===== src/rtl/switch_debouncer_pkg.sv =====
// Shared types for the switch debouncer: channel FSM encoding, channel-index width helper,
// and the event record layout {chan, rise, repeat}.
package switch_debouncer_pkg;

  typedef enum logic [1:0] {
    ST_LOW      = 2'd0,
    ST_CHK_HIGH = 2'd1,
    ST_HIGH     = 2'd2,
    ST_CHK_LOW  = 2'd3
  } deb_state_e;

  // Widest channel index for the largest legal switch count (16).
  localparam int CHAN_MAX_W = 4;

  typedef struct packed {
    logic [CHAN_MAX_W-1:0] chan;
    logic                  rise;
    logic                  rep;
  } evt_rec_t;

  function automatic int calc_cw(input int n);
    return (n > 2) ? $clog2(n) : 1;
  endfunction

endpackage


===== src/rtl/switch_debounce_chan.sv =====
// One debounce channel: LOW/CHK_HIGH/HIGH/CHK_LOW FSM with registered level and a 1-cycle post pulse.
// Autorepeat of rise events while HIGH is built only with SWITCH_DEBOUNCER_AUTOREPEAT_EN.
module switch_debounce_chan
  import switch_debouncer_pkg::*;
#(
`ifdef SWITCH_DEBOUNCER_AUTOREPEAT_EN
  parameter int REPEAT_TICKS = 500,
`endif
  parameter int STABLE_TICKS = 10
) (
  input  logic clk_i,
  input  logic rst_i,
  input  logic sw_s_i,
  input  logic tick_i,
  output logic level_o,
  output logic post_o,
  output logic post_rise_o,
  output logic post_rep_o
);

  localparam int CntW = $clog2(STABLE_TICKS + 1);
  localparam logic [CntW-1:0] CntLast = CntW'(STABLE_TICKS - 1);

  deb_state_e      state_q;
  logic [CntW-1:0] cnt_q;
  logic            level_q, post_q, rise_q;

`ifdef SWITCH_DEBOUNCER_AUTOREPEAT_EN
  localparam int RepW = $clog2(REPEAT_TICKS + 1);
  localparam logic [RepW-1:0] RepLast = RepW'(REPEAT_TICKS - 1);
  logic [RepW-1:0] rcnt_q;
  logic            rep_q;
`endif

  always_ff @(posedge clk_i) begin
    if (rst_i) begin
      state_q <= ST_LOW;
      cnt_q   <= '0;
      level_q <= 1'b0;
      post_q  <= 1'b0;
      rise_q  <= 1'b0;
`ifdef SWITCH_DEBOUNCER_AUTOREPEAT_EN
      rcnt_q  <= '0;
      rep_q   <= 1'b0;
`endif
    end else begin
      post_q <= 1'b0;
      case (state_q)
        ST_LOW: begin
          if (sw_s_i) begin
            state_q <= ST_CHK_HIGH;
            cnt_q   <= '0;
          end
        end
        ST_CHK_HIGH: begin
          if (!sw_s_i) begin
            state_q <= ST_LOW;
          end else if (tick_i) begin
            if (cnt_q == CntLast) begin
              state_q <= ST_HIGH;
              level_q <= 1'b1;
              post_q  <= 1'b1;
              rise_q  <= 1'b1;
`ifdef SWITCH_DEBOUNCER_AUTOREPEAT_EN
              rcnt_q  <= '0;
              rep_q   <= 1'b0;
`endif
            end else begin
              cnt_q <= cnt_q + 1'b1;
            end
          end
        end
        ST_HIGH: begin
          if (!sw_s_i) begin
            state_q <= ST_CHK_LOW;
            cnt_q   <= '0;
          end
`ifdef SWITCH_DEBOUNCER_AUTOREPEAT_EN
          // Repeat cadence runs only while the switch stays settled high.
          else if (tick_i) begin
            if (rcnt_q == RepLast) begin
              rcnt_q <= '0;
              post_q <= 1'b1;
              rise_q <= 1'b1;
              rep_q  <= 1'b1;
            end else begin
              rcnt_q <= rcnt_q + 1'b1;
            end
          end
`endif
        end
        ST_CHK_LOW: begin
          if (sw_s_i) begin
            state_q <= ST_HIGH;
`ifdef SWITCH_DEBOUNCER_AUTOREPEAT_EN
            rcnt_q  <= '0;
`endif
          end else if (tick_i) begin
            if (cnt_q == CntLast) begin
              state_q <= ST_LOW;
              level_q <= 1'b0;
              post_q  <= 1'b1;
              rise_q  <= 1'b0;
`ifdef SWITCH_DEBOUNCER_AUTOREPEAT_EN
              rep_q   <= 1'b0;
`endif
            end else begin
              cnt_q <= cnt_q + 1'b1;
            end
          end
        end
        default: state_q <= ST_LOW;
      endcase
    end
  end

  assign level_o     = level_q;
  assign post_o      = post_q;
  assign post_rise_o = rise_q;
`ifdef SWITCH_DEBOUNCER_AUTOREPEAT_EN
  assign post_rep_o  = rep_q;
`else
  assign post_rep_o  = 1'b0;
`endif

endmodule


===== src/rtl/switch_debouncer.sv =====
// Front-panel switch conditioner: 2-flop sync, shared tick prescaler, per-channel debounce, event stream
// (lowest pending channel first, outputs frozen while stalled). Autorepeat via SWITCH_DEBOUNCER_AUTOREPEAT_EN.
module switch_debouncer
  import switch_debouncer_pkg::*;
#(
  parameter int N_SW         = 4,
  parameter int PRESCALE     = 50000,
  parameter int STABLE_TICKS = 10,
  parameter int REPEAT_TICKS = 500,
  localparam int CW          = calc_cw(N_SW)
) (
  input  logic            CLK,
  input  logic            RST,
  input  logic [N_SW-1:0] SW,
  output logic [N_SW-1:0] STATE,
  output logic            EVT_VALID,
  input  logic            EVT_READY,
  output logic [CW-1:0]   EVT_CHAN,
  output logic            EVT_RISE,
  output logic            EVT_REPEAT,
  output logic            EVT_OVERRUN
);

  localparam int PW = $clog2(PRESCALE);

  if (N_SW < 1 || N_SW > 16 || PRESCALE < 2 || STABLE_TICKS < 1 || REPEAT_TICKS < 1) begin : g_bad_cfg
    $error("switch_debouncer: illegal parameter set");
  end

  logic [N_SW-1:0] sync1_q, sync2_q;
  logic [PW-1:0]   pcnt_q;
  logic            tick;
  logic [N_SW-1:0] level, post, post_rise, post_rep;
  logic [N_SW-1:0] pend_q, pend_d, pdir_q, pdir_d, prep_q, prep_d, take;
  logic            ovr_q, ovr_d;
  logic            load, sel_vld, sel_rise, sel_rep;
  logic [CW-1:0]   sel_idx;
  logic            evt_vld_q;
  evt_rec_t        evt_q;

  assign tick = (pcnt_q == PW'(PRESCALE - 1));

  always_ff @(posedge CLK) begin
    if (RST) begin
      sync1_q <= '0;
      sync2_q <= '0;
      pcnt_q  <= '0;
    end else begin
      sync1_q <= SW;
      sync2_q <= sync1_q;
      pcnt_q  <= tick ? '0 : pcnt_q + 1'b1;
    end
  end

  for (genvar i = 0; i < N_SW; i++) begin : g_chan
    switch_debounce_chan #(
`ifdef SWITCH_DEBOUNCER_AUTOREPEAT_EN
      .REPEAT_TICKS (REPEAT_TICKS),
`endif
      .STABLE_TICKS (STABLE_TICKS)
    ) u_chan (
      .clk_i       (CLK),
      .rst_i       (RST),
      .sw_s_i      (sync2_q[i]),
      .tick_i      (tick),
      .level_o     (level[i]),
      .post_o      (post[i]),
      .post_rise_o (post_rise[i]),
      .post_rep_o  (post_rep[i])
    );
  end

  assign load = !evt_vld_q || EVT_READY;

  // Lowest-index pending channel wins; take marks the one drained this cycle.
  always_comb begin
    sel_vld  = 1'b0;
    sel_idx  = '0;
    sel_rise = 1'b0;
    sel_rep  = 1'b0;
    take     = '0;
    for (int i = 0; i < N_SW; i++) begin
      if (pend_q[i] && !sel_vld) begin
        sel_vld  = 1'b1;
        sel_idx  = CW'(i);
        sel_rise = pdir_q[i];
        sel_rep  = prep_q[i];
        take[i]  = load;
      end
    end
  end

  // A post into a slot being drained this cycle refills it without counting as overrun.
  always_comb begin
    pend_d = pend_q;
    pdir_d = pdir_q;
    prep_d = prep_q;
    ovr_d  = ovr_q;
    for (int i = 0; i < N_SW; i++) begin
      if (post[i]) begin
        pend_d[i] = 1'b1;
        pdir_d[i] = post_rise[i];
        prep_d[i] = post_rep[i];
        if (pend_q[i] && !take[i]) ovr_d = 1'b1;
      end else if (take[i]) begin
        pend_d[i] = 1'b0;
      end
    end
  end

  always_ff @(posedge CLK) begin
    if (RST) begin
      pend_q    <= '0;
      pdir_q    <= '0;
      prep_q    <= '0;
      ovr_q     <= 1'b0;
      evt_vld_q <= 1'b0;
      evt_q     <= '0;
    end else begin
      pend_q <= pend_d;
      pdir_q <= pdir_d;
      prep_q <= prep_d;
      ovr_q  <= ovr_d;
      if (load) begin
        evt_vld_q <= sel_vld;
        if (sel_vld) begin
          evt_q.chan <= CHAN_MAX_W'(sel_idx);
          evt_q.rise <= sel_rise;
          evt_q.rep  <= sel_rep;
        end
      end
    end
  end

  assign STATE       = level;
  assign EVT_VALID   = evt_vld_q;
  assign EVT_CHAN    = CW'(evt_q.chan);
  assign EVT_RISE    = evt_q.rise;
  assign EVT_REPEAT  = evt_q.rep;
  assign EVT_OVERRUN = ovr_q;

endmodule


===== config.mk =====
export PLATFORM = sky130hd
export DESIGN_NAME = switch_debouncer
export DESIGN_NICKNAME = d
export VERILOG_FILES = /design/src/rtl/switch_debouncer_pkg.sv /design/src/rtl/switch_debounce_chan.sv /design/src/rtl/switch_debouncer.sv
export SDC_FILE = /design/constraint.sdc
export NUM_CORES = 1
export LEC_CHECK = 0
export BUFFER_PORTS_ARGS = -buffer_cell sky130_fd_sc_hd__clkbuf_2
export CAP_MARGIN = 20
export CORE_MARGIN = 1.5
export CORE_UTILIZATION = 40
export CTS_BUF_LIST = sky130_fd_sc_hd__clkbuf_16
export DETAILED_ROUTE_END_ITERATION = 10
export GPL_ROUTABILITY_DRIVEN = 0
export GPL_TIMING_DRIVEN = 0
export PLACE_DENSITY_LB_ADDON = 0.08
export SLEW_MARGIN = 0
export SYNTH_ARGS = -nofsm -noshare
export SYNTH_HDL_FRONTEND = slang
export SYNTH_SLANG_ARGS = --single-unit

===== constraint.sdc =====
create_clock -name CLK -period 2.37 [get_ports CLK]
set_clock_uncertainty 0.2 [all_clocks]
set_input_delay 0.3555 -clock CLK [delete_from_list [all_inputs] [get_ports CLK]]
set_output_delay 0.3555 -clock CLK [all_outputs]
set_load 0.05 [all_outputs]

---- Word-level counts from Yosys, hierarchy flattened ----
Cells that the tools add are included.
cells by class
  add/sub/neg operators ................... 5
  eq/ne operators ......................... 65
  mux-type cells .......................... 143
  reduce and logical (&&, ||, !) cells .... 42
operator list
  operator                                                         count
  4-bit 2-to-1 mux                                                 24
  1-bit 2-to-1 mux                                                 69
  2-bit 2-to-1 mux                                                 34
  4-bit one-hot mux with 4 select lines                            4
  2-bit != test, second input constant                             24
  2-bit one-hot mux with 4 select lines                            4
  7-bit AND reduction                                              4
  3-bit by 2-bit != test with 1-bit output, second input constant  8
  3-bit != test, second input constant                             8
  6-bit AND reduction                                              4
  16-bit by 1-bit adder with 16-bit output, second input constant  1
  4-bit by 1-bit adder with 4-bit output, second input constant    4
  16-bit == test, second input constant                            1
  2-bit == test, second input constant                             8
  4-bit == test, second input constant                             4
  2-bit by 1-bit != test with 1-bit output, second input constant  8
  1-bit one-hot mux with 2 select lines                            8
  4-bit AND reduction                                              4
  2-bit nonzero test                                               8
  2-bit by 1-bit == test with 1-bit output, second input constant  4
  1-bit zero test                                                  8
  2-bit zero test                                                  4
  1-bit logical AND                                                7
  2-bit AND reduction                                              1
  2 further kinds                                                  2
word-level totals
  flip-flop bits (word level) ............. 69
  input port bits ......................... 7
  word-level logic and storage cells ...... 286

---- Logic depth before layout (Yosys ltp) ----
Gate-level depths: netlist of the first run.
  depth in word-level cells ............... 14
  gate-level depth with buffers ........... 7
  mapped depth without buffers ............ 6

---- Hierarchy ----
From an unflattened synthesis of the first run, not the netlist that was laid out.
second synthesis, totals
  cells, all modules ...................... 383
  area, all modules ....................... 3403.3 um^2
by module, submodules not included
  module                times used  cells an instance  area an instance (um^2)  seq. area each (um^2)
  switch_debounce_chan  4           50                 432.9                    160.2
  switch_debouncer      1           183                1671.6                   840.8

---- Worst setup path before layout of the first run ----
No wires, ideal clock.
  path type ............................... register to register
  start ................................... register pcnt_q[4]
  end ..................................... register g_chan[1].u_chan.cnt_q[1]
  arrival ................................. 2.155 ns
  path slack .............................. -0.059 ns
  stages on the path, launching flop included .. 6
  period minus slack after synthesis ...... 2.429 ns
  cells stage by stage .................... dfxtp_1 or4bb_1 or4_4 buf_6 or4_4 o22ai_1
between the ends
  longest elaborated chain between the ends .. 4
  elaborated cells on any way between the ends .. 5
ends and longest elaborated chain
  what                                        line                         source
  start, declared                             switch_debouncer.sv:31       logic [PW-1:0] pcnt_q;
  start signal, assigned                      switch_debouncer.sv:51       pcnt_q <= tick ? '0 : pcnt_q + 1'b1;
  16-bit == test *                            switch_debouncer.sv:41       assign tick = (pcnt_q == PW'(PRESCALE - 1));
  4-bit 2-to-1 mux *                          n/a
  4-bit 2-to-1 mux, on equally long branches  n/a
  4-bit one-hot mux with 4 select lines *     n/a
  end signal, assigned                        switch_debounce_chan.sv:69   cnt_q <= cnt_q + 1'b1;
  end signal, assigned                        switch_debounce_chan.sv:108  cnt_q <= cnt_q + 1'b1;
  end, declared                               switch_debounce_chan.sv:25   logic [CntW-1:0] cnt_q;
Every way passes the cells marked *; elsewhere a longest branch is shown, timed or not. The select of a mux whose other input is x is not followed.
A chain may end at the register's enable or synchronous reset.

---- Worst setup path in the final report of the first run ----
  start ................................... register pcnt_q[10]
  end ..................................... register g_chan[1].u_chan.cnt_q[2]
The elaborated chain is that of the path after synthesis.

==> flow_summary.toml, run 1 <==
[yosys]
yosys.area.top_type = "dfxtp_1"
synth_area_sq_um = 3130
ys_ff_latch = 69
synth_cell_types = 52
synthArstFlopShare = 0
synthFlopType = "dfxtp_1"
synth_edf_count = 0
ys_warn_count = 0
syn_inst = 352
synth.yosys.seq_area_share = 0.441
post-synth-top-count-cell = "dfxtp_1"
synth_top_area_frac = 0.441
syn_avg_cell_area_sq_um = 8.90
synth_nets = 368
synth_common_cells = "69 x dfxtp_1, 35 x nor2_1, 23 x inv_1"
synth_area_leaders = "dfxtp_1 44%, nor2_1 4.2%, ha_1 3.6%, xnor2_1 3.4%, mux2i_1 3.2%"

[sta]
fmax_mhz = 393
fin_crit_ps = 2550
worst_slack_ps = -177
tightestPinTransition_ps = 922
finalCritPeriodShare = 1.07
rsz0062_at_grt = "yes"
finalSetupViolCount = 25
relSlewSlack = 0.381
tns_ps = -1780
final_hold_viol_count = 0
slew_viol_final = 0

[power]
total_power_w = 0.00265
power.density_nw_per_um2 = 653
p_comb_frac = 0.057
p_int_w = 0.00204
pwr-share-clk = 0.489
p_switching_w = 0.000610
ir_worst_vdd_mv = 0.402
p_leak_nw = 1.45
p_seq_frac = 0.454
swShare = 0.230

[global_routing]
grt_pass1_wl_mm = 11.8
grt_pass1_vias = 2470
grt_overflow = 0
grtUsageTotal = 0.180
antenna_found_initial = 0
grt_max_degree = 13

[worst_setup_path]
end_kind = "flip-flop"
worstReg2RegEnd = "g_chan[1].u_chan.cnt_q[2]$_SDFFE_PP0P_"
crit_cells = 5
cp.arrival_ps = 2610
r2r_slack_ps = -180
worstRegToRegCells = 5
critical_path_buf_inv_count = 1
crit_type = "flip-flop to flip-flop"
crit_chain = "or4bb_4 -> or4_4 -> buf_8 -> or4_4 -> a21boi_2"
critical_path.max_stage_delay_ps = 610
critPathSlowestCell = "or4_4"
crit_required_ps = 2440
cp_top_family = "simple AND/OR/NAND/NOR gates"
regToRegStartpoint = "pcnt_q[10]$_SDFF_PP0_"
worstSetupStartpointType = "flip-flop"
cpMostUsedCell = "or4_4"
cp_max_fo = 5

[floorplan]
start_util = 0.410
dieArea_sq_um = 8370
rows = 32
io_pins = 17
core_sq_um = 7650
fp.dieH_um = 91.5
die_w_um = 91.5

[place]
place_area_sq_um = 3340
dpl.hpwl_mm = 4.67
port-buffer-count = 14

[finish]
final_area_sq_um = 4060
drive_gt1_frac = 0.240
nNetsFinal = 407
syn_to_final_growth_pct = 29.6
post-route-util = 0.531
n_antenna_cell = 0
fill_cells = 721

[routing]
viasPerCell = 5.23
route.vias.total = 2603
detail_route.wl_per_cell_um = 14.4
ant_nets = 0
finalWirelength_mm = 7.19
drtPass1Iterations = 4
drtIter0Drc = 106
drc = 0

[clock_network]
htree_levels = 3
clock-sinks = 69
clk_pin_slew_worst_paths_ps = 60
tritoncts.num_buffers = 9
cts.path.max_buffers = 2
cts_tree = "yes"
cts_root_buf = "clkbuf_16"
clk_latency_ps = 330

[run]
drv_cap = 0

[hold_path]
min_to = "sync1_q[3]$_SDFF_PP0_"
holdCritStartpoint = "SW[3]"
hold_path_class = "primary input to flip-flop"
whs_path_depth = 2

[run_status]
status = "finished, violations left"
violations = "negative setup slack"
[how the worst max path moves through the flow]
stage          slack, ps                   from                                      to
3_5_place_dp        -420  pcnt_q[10]$_SDFF_PP0_  g_chan[3].u_chan.cnt_q[0]$_SDFFE_PP0P_
6_report            -180  pcnt_q[10]$_SDFF_PP0_  g_chan[1].u_chan.cnt_q[2]$_SDFFE_PP0P_
3_3_place_gp        -440  pcnt_q[10]$_SDFF_PP0_  g_chan[3].u_chan.cnt_q[0]$_SDFFE_PP0P_
4_1_cts             -140  pcnt_q[13]$_SDFF_PP0_  g_chan[1].u_chan.cnt_q[2]$_SDFFE_PP0P_
5_1_grt             -220  pcnt_q[10]$_SDFF_PP0_  g_chan[1].u_chan.cnt_q[2]$_SDFFE_PP0P_
2_1_floorplan        -30  pcnt_q[13]$_SDFF_PP0_  g_chan[2].u_chan.cnt_q[0]$_SDFFE_PP0P_
[kinds of logic (layout without fill, tap and decap cells)]
logic type	after synthesis	after routing	share of synthesized area
AOI/OAI and AO/OA	60	60	0.127
xor gates and xnor gates	19	19	0.0531
adders and majority gates	9	9	0.0360
buffers and inverters	44	88	0.0619
DFF	69	69	0.441
muxes	12	12	0.0392
other	1	1	0.00120
and+or+nand+nor	138	138	0.241
[metal layers]
metal / part of all wire / vias to the layer above / global-route usage
li1: - / 1338 / -
met1: 0.49 / 1210 / 0.227
met4: 0.011 / 0 / 0.0625
met2: 0.46 / 48 / 0.287
met3: 0.039 / 7 / 0.0611
met5: 0 / - / 0
[power by group through the flow]
stage	sequential [W]	clock, W	combinational (W)
6_report	0.00120	0.00130	0.000150
5_1_grt	0.00121	0.00139	0.000164
4_1_cts	0.00120	0.00133	0.000142
3_5_place_dp	0.00123	0	0.000133
3_3_place_gp	0.00123	0	0.000134
2_1_floorplan	0.00122	0	0.000104
[registers in the layout, indices dropped and copies added, names as in the netlist, named ones only]
register / cells
g_chan.u_chan.cnt_q: 16
pcnt_q: 16
g_chan.u_chan.post_o: 4
g_chan.u_chan.state_q: 4
pdir_q: 4
pend_q: 4
sync1_q: 4
sync2_q: 4
g_chan.u_chan.level_o: 3
EVT_CHAN: 2
EVT_OVERRUN: 1
EVT_RISE: 1
EVT_VALID: 1
g_chan.u_chan.post_rise_o: 1
[cell type report]
class,count,area (sq um),area share
timing repair buffer,28,210,0.0518
inverter,23,86.3,0.0213
clock inverter,7,66.3,0.0163
sequential,69,1390,0.344
tap,102,128,0.0315
multi-input combinational,239,1800,0.443
buffer,21,149,0.0367
clock buffer,9,225,0.0555
[what timing repair did]
| item | in CTS | in global routing |
|---|---|---|
| hold buffers | 0 | 0 |
| setup buffers | 8 | 4 |
| setup endpoints to repair | 41 | 39 |
| resized for setup | 49 | 29 |
| pin swaps | 12 | 10 |
| gates cloned | 1 | 1 |
[layout by cell type, fill, tap and decap left out, types with 3 or more instances in the layout]
master,n
a21oi_1,17
buf_6,4
o211ai_1,3
and3_1,3
ha_1,8
and2_1,3
nor2b_1,9
nand2_1,15
clkbuf_16,10
dfxtp_2,7
nor2_1,28
xnor2_1,12
nand2b_1,3
dfxtp_1,61
or4_4,3
o31ai_2,4
clkbuf_2,14
mux2i_1,10
o311ai_0,3
or3_1,3
nor3_1,9
buf_4,15
nor4_4,5
nand3_1,13
nand3b_1,3
nor4_1,6
o21ai_1,7
and3b_1,3
xor2_1,7
or4_1,3
clkbuf_1,10
o21ai_0,5
inv_1,23
nor2_4,7
nand4_1,10
[per-stage QoR]
stage | hold slack [ps] | std cells | setup WS (ps)
6_report | 33.4 | 498 | -177
5_1_grt | 21.4 | 498 | -224
4_1_cts | 23.3 | 493 | -143
3_5_place_dp | 226 | 468 | -422
3_3_place_gp | 217 | 468 | -440
2_1_floorplan | 214 | 352 | -31.3
(Power assumes the default switching activity.)
==> inputs of run 2 (changes only) <==
==> constraint.sdc (replaced) <==
create_clock -name CLK -period 2.5 [get_ports CLK]
set_clock_uncertainty 0.2 [all_clocks]
set_input_delay 0.375 -clock CLK [delete_from_list [all_inputs] [get_ports CLK]]
set_output_delay 0.375 -clock CLK [all_outputs]
set_load 0.05 [all_outputs]
==> run 2 against run 1 <==
  * The run still ends with negative setup slack left
  * Maximum frequency grew 0.29%
  * Register-to-register slack gained 140 ps
  * Cell count shrank 1.2%
  * Critical endpoint is now g_chan[2].u_chan.cnt_q[1]$_SDFFE_PP0P_
  * Largest power group is now sequential cells
==> flow_summary.toml, run 2 (synthesis results as in run 1) <==
[worst_setup_path]
end_kind = "flip-flop"
critical_path_buf_inv_count = 2
cp_top_family = "simple AND/OR/NAND/NOR gates"
critical_path.max_stage_delay_ps = 620
cp.arrival_ps = 2540
worstSetupStartpointType = "flip-flop"
crit_required_ps = 2500
cpMostUsedCell = "buf_8"
crit_chain = "or4bb_4 -> or4_4 -> buf_8 -> buf_8 -> o311ai_4 -> o21ai_1"
critPathSlowestCell = "or4_4"
cp_max_fo = 10
crit_type = "flip-flop to flip-flop"

[sta]
tightestPinTransition_ps = 943
fmax_mhz = 394
fin_crit_ps = 2540
final_hold_viol_count = 0
finalSetupViolCount = 3
relSlewSlack = 0.367
tns_ps = -70.9
slew_viol_final = 0
worst_slack_ps = -39.9
rsz0062_at_grt = "yes"
finalCritPeriodShare = 1.02

[floorplan]
io_pins = 17
fp.dieH_um = 91.5
core_sq_um = 7650
start_util = 0.410
rows = 32
dieArea_sq_um = 8370
die_w_um = 91.5

[global_routing]
grt_pass1_wl_mm = 11.6
antenna_found_initial = 0
grt_pass1_vias = 2426
grt_max_degree = 11
grt_overflow = 0
grtUsageTotal = 0.176

[power]
swShare = 0.227
power.density_nw_per_um2 = 609
p_int_w = 0.00181
p_switching_w = 0.000532
p_comb_frac = 0.056
total_power_w = 0.00234
p_seq_frac = 0.487
pwr-share-clk = 0.457
p_leak_nw = 1.39
ir_worst_vdd_mv = 0.368

[finish]
nNetsFinal = 401
stdcell_count = 492
final_common_cell = "dfxtp_1"
n_antenna_cell = 0
largestRegisters = "g_chan.u_chan.cnt_q (16), pcnt_q (16)"
seqCellArea_sq_um = 1400
syn_to_final_growth_pct = 22.7
drive_gt1_frac = 0.187
multi_input_area_sq_um = 1690
final_cell_mix = "61 x dfxtp_1, 35 x nor2_1, 28 x inv_1"
fill_cells = 747

[routing]
ant_nets = 0
drc = 0
route.vias.total = 2596
viasPerCell = 5.28
drtIter0Drc = 132
detail_route.wl_per_cell_um = 14.0
drtPass1Iterations = 4
finalWirelength_mm = 6.87

[clock_network]
cts_root_buf = "clkbuf_16"
htree_levels = 3
cts.path.max_buffers = 2
clk_pin_slew_worst_paths_ps = 50
clock-sinks = 69
clk_latency_ps = 320
hold_buffers = 0
tritoncts.num_buffers = 9
cts_tree = "yes"

[run]
drv_cap = 0

[place]
dp_cells = 469
port-buffer-count = 14
dp_slack_ps = -147
dpl.hpwl_mm = 4.57

[hold_path]
hold_path_class = "primary input to flip-flop"

[run_status]
violations = "negative setup slack"
status = "finished, violations left"
run 2: worst register-to-register path, stage by stage (launching register included):
cell and delay [ps]:
dfxtp_4 340, or4bb_4 550, or4_4 620, buf_8 170, buf_8 150, o311ai_4 290, o21ai_1 100
run 2: path summary, 6_finish.rpt:
check,from,end,slack (ps),cells after the start
worst max register to register,pcnt_q[10]$_SDFF_PP0_,g_chan[2].u_chan.cnt_q[1]$_SDFFE_PP0P_,-40,6
worst max-delay path,pcnt_q[10]$_SDFF_PP0_,g_chan[2].u_chan.cnt_q[1]$_SDFFE_PP0P_,-40,6
worst min-delay path,SW[0],sync1_q[0]$_SDFF_PP0_,70,2
worst min register to register,sync1_q[2]$_SDFF_PP0_,sync2_q[2]$_SDFF_PP0_,240,1
run 2: cell type report:
| type | instances | area share |
|---|---|---|
| Buffer | 21 | 0.0345 |
| Multi-Input combinational cell | 239 | 0.441 |
| Tap cell | 102 | 0.0332 |
| Sequential cell | 69 | 0.365 |
| Inverter | 23 | 0.0225 |
| Timing Repair Buffer | 22 | 0.0384 |
| Clock inverter | 7 | 0.00749 |
| Clock buffer | 9 | 0.0586 |
run 2: power groups by stage:
stage / combinational, W / sequential (W) / clock, W
3_3_place_gp: 0.000126 / 0.00117 / 0
2_1_floorplan: 0.0000988 / 0.00116 / 0
5_1_grt: 0.000144 / 0.00114 / 0.00115
4_1_cts: 0.000128 / 0.00114 / 0.00109
3_5_place_dp: 0.000126 / 0.00117 / 0
6_report: 0.000130 / 0.00114 / 0.00107
run 2: per-layer routing:
layer,track usage,vias up,part of all wire,wire (um)
met5,0,-,0,0
met4,0.0742,0,0.015,106
met3,0.0335,11,0.030,203
met2,0.278,39,0.45,3120
met1,0.234,1214,0.50,3430
li1,-,1332,-,-
run 2: stage by stage:
| step | hold WS (ps) | cell area (sq um) | utilization |
|---|---|---|---|
| global route | 68.1 | 3840 | 0.502 |
| global placement | 222 | 3330 | 0.435 |
| CTS | 65.1 | 3720 | 0.486 |
| detailed placement | 230 | 3330 | 0.436 |
| floorplan | 214 | 3130 | - |
| finish | 66.7 | 3840 | 0.502 |
run 2: timing repair:
| action | in CTS | in global routing |
|---|---|---|
| pin swaps | 11 | 3 |
| setup buffers | 3 | 3 |
| cloned | 1 | 0 |
| gates resized for setup | 31 | 24 |
| endpoints found under the setup margin | 29 | 32 |
==> inputs of run 3 (changes only) <==
--- a/config.mk
+++ b/config.mk
@@ -14,6 +14,7 @@
 export GPL_ROUTABILITY_DRIVEN = 0
 export GPL_TIMING_DRIVEN = 0
 export PLACE_DENSITY_LB_ADDON = 0.08
+export REMOVE_ABC_BUFFERS = 1
 export SLEW_MARGIN = 0
 export SYNTH_ARGS = -nofsm -noshare
 export SYNTH_HDL_FRONTEND = slang
==> run 3 against run 2 <==
  * The flow still finishes with violations (negative setup slack)
  * Sequential share of layout area is 1.6 points higher
  * Setup slack better by 27 ps
  * Die area stayed put
  * Sequential power hardly changed
  * Largest cell class unchanged
==> flow_summary.toml, run 3 (synthesis results as in run 1) <==
[routing]
ant_nets = 0
detail_route.wl_per_cell_um = 13.8
drtPass1Iterations = 4
route.vias.total = 2500
finalWirelength_mm = 6.51
drc = 0
viasPerCell = 5.31
drtIter0Drc = 98

[global_routing]
grtUsageMet3 = 0.0410
grtUsageTotal = 0.168
grt_pass1_wl_mm = 11.1
grt.busiest_layer = "met2"
grt_overflow = 0
grt_pass1_vias = 2262
use_met2 = 0.259
antenna_found_initial = 0
grt_max_degree = 45
grt.met1_usage = 0.227

[place]
port-buffer-count = 15
dpl.hpwl_mm = 3.92

[worst_setup_path]
cp.arrival_ps = 2570
regToRegStartpoint = "pcnt_q[7]$_SDFF_PP0_"
cpMostUsedCell = "or4_4"
worstReg2RegEnd = "g_chan[1].u_chan.cnt_q[2]$_SDFFE_PP0P_"
critical_path_buf_inv_count = 0
crit_type = "flip-flop to flip-flop"
crit_required_ps = 2560
worstRegToRegCells = 4
r2r_slack_ps = -10
cp_top_family = "simple AND/OR/NAND/NOR gates"
critical_path.max_stage_delay_ps = 650
worstSetupStartpointType = "flip-flop"
crit_chain = "or4b_4 -> or4_4 -> or4_4 -> a21boi_1"
critPathSlowestCell = "or4_4"
cp_max_fo = 8
end_kind = "flip-flop"

[floorplan]
rows = 32
core_sq_um = 7650
start_util = 0.410
fp.dieH_um = 91.5
die_w_um = 91.5
io_pins = 17
dieArea_sq_um = 8370

[sta]
fin_crit_ps = 2510
fmax_mhz = 398
slew_viol_final = 0
worst_slack_ps = -12.9
final_hold_viol_count = 0
relSlewSlack = 0.406
finalCritPeriodShare = 1.01
rsz0062_at_grt = "yes"
tns_ps = -12.9
finalSetupViolCount = 1
tightestPinTransition_ps = 891

[hold_path]
hold_path_class = "primary input to flip-flop"
whs_path_depth = 2
holdCritStartpoint = "SW[2]"
min_to = "sync1_q[2]$_SDFF_PP0_"

[clock_network]
cts_tree = "yes"
tritoncts.num_buffers = 9
hold_buffers = 0
cts_root_buf = "clkbuf_16"
clk_pin_slew_worst_paths_ps = 60
cts.path.max_buffers = 2
clk_latency_ps = 320
clock-sinks = 69
htree_levels = 3

[power]
power.density_nw_per_um2 = 706
p_leak_nw = 1.28
ir_worst_vdd_mv = 0.447

[finish]
final_common_cell = "dfxtp_1"
syn_to_final_growth_pct = 16.5
n_antenna_cell = 0
largestRegisters = "g_chan.u_chan.cnt_q (16), pcnt_q (16)"
post-route-util = 0.477
drive_gt1_frac = 0.152
final_cell_mix = "65 x dfxtp_1, 35 x nor2_1, 23 x inv_1"
nNetsFinal = 380

[run]
drv_cap = 0

[run_status]
status = "finished, violations left"
violations = "negative setup slack"
==> run 3: changes by cell type in the layout (fill, tap and decap cells not counted), sizes merged <==
cell / change
buf: -14
clkbuf: -9
inv: -5
bufinv: +2
clkinv: +2
or4: +2
clkinvlp: +1
==> run 3: what timing repair did <==
item,in CTS,in global routing
setup endpoints to repair,26,35
resized for setup,9,8
cloned,2,0
pin swaps,5,4
buffers inserted,1,3
==> run 3: per-layer routing <==
metal | vias up | share of wire
met4 | 0 | 0.011
met1 | 1177 | 0.50
met5 | - | 0
met2 | 32 | 0.46
met3 | 5 | 0.028
li1 | 1286 | -
==> run 3: area by class of cell <==
cell class / count / area [sq um]
clock buffers: 9 / 225
multi-input cells: 241 / 1620
well taps: 102 / 128
repair buffers: 20 / 113
fillers: 740 / 4000
flip-flops and latches: 69 / 1390
clock inverters: 7 / 90.1
inverters: 23 / 86.3
==> run 3: worst max-delay path by stage <==
stage	from	endpoint	slack (ps)	depth (start not counted)
3_3_place_gp	pcnt_q[6]$_SDFF_PP0_	g_chan[2].u_chan.cnt_q[1]$_SDFFE_PP0P_	-1190	4
4_1_cts	pcnt_q[6]$_SDFF_PP0_	g_chan[2].u_chan.level_o$_SDFFE_PP0P_	-20	5
3_5_place_dp	pcnt_q[6]$_SDFF_PP0_	g_chan[1].u_chan.cnt_q[3]$_SDFFE_PP0P_	-170	4
6_report	pcnt_q[7]$_SDFF_PP0_	g_chan[1].u_chan.cnt_q[2]$_SDFFE_PP0P_	-10	4
5_1_grt	pcnt_q[7]$_SDFF_PP0_	g_chan[1].u_chan.cnt_q[2]$_SDFFE_PP0P_	-60	4
2_1_floorplan	pcnt_q[5]$_SDFF_PP0_	g_chan[2].u_chan.level_o$_SDFFE_PP0P_	-300	4
==> run 3: through the flow <==
step	setup slack (ps)	power [W]	instance area (sq um)	std cells	hold slack (ps)
after floorplan	-303	0.00123	3020	331	214
after global placement	-1190	0.00127	3230	448	216
after detailed placement	-166	0.00127	3240	449	224
after CTS	-16.7	0.00262	3600	468	52.7
after global routing	-59.3	0.00268	3650	471	75.8
final	-12.9	0.00258	3650	471	59.0
==> run 3: report_power, final <==
group | switching (W) | total (W) | internal [W]
combinational | 0.0000797 | 0.000110 | 0.0000305
sequential | 0.0000194 | 0.00114 | 0.00112
clock | 0.000462 | 0.00133 | 0.000867
total | 0.000561 | 0.00258 | 0.00202
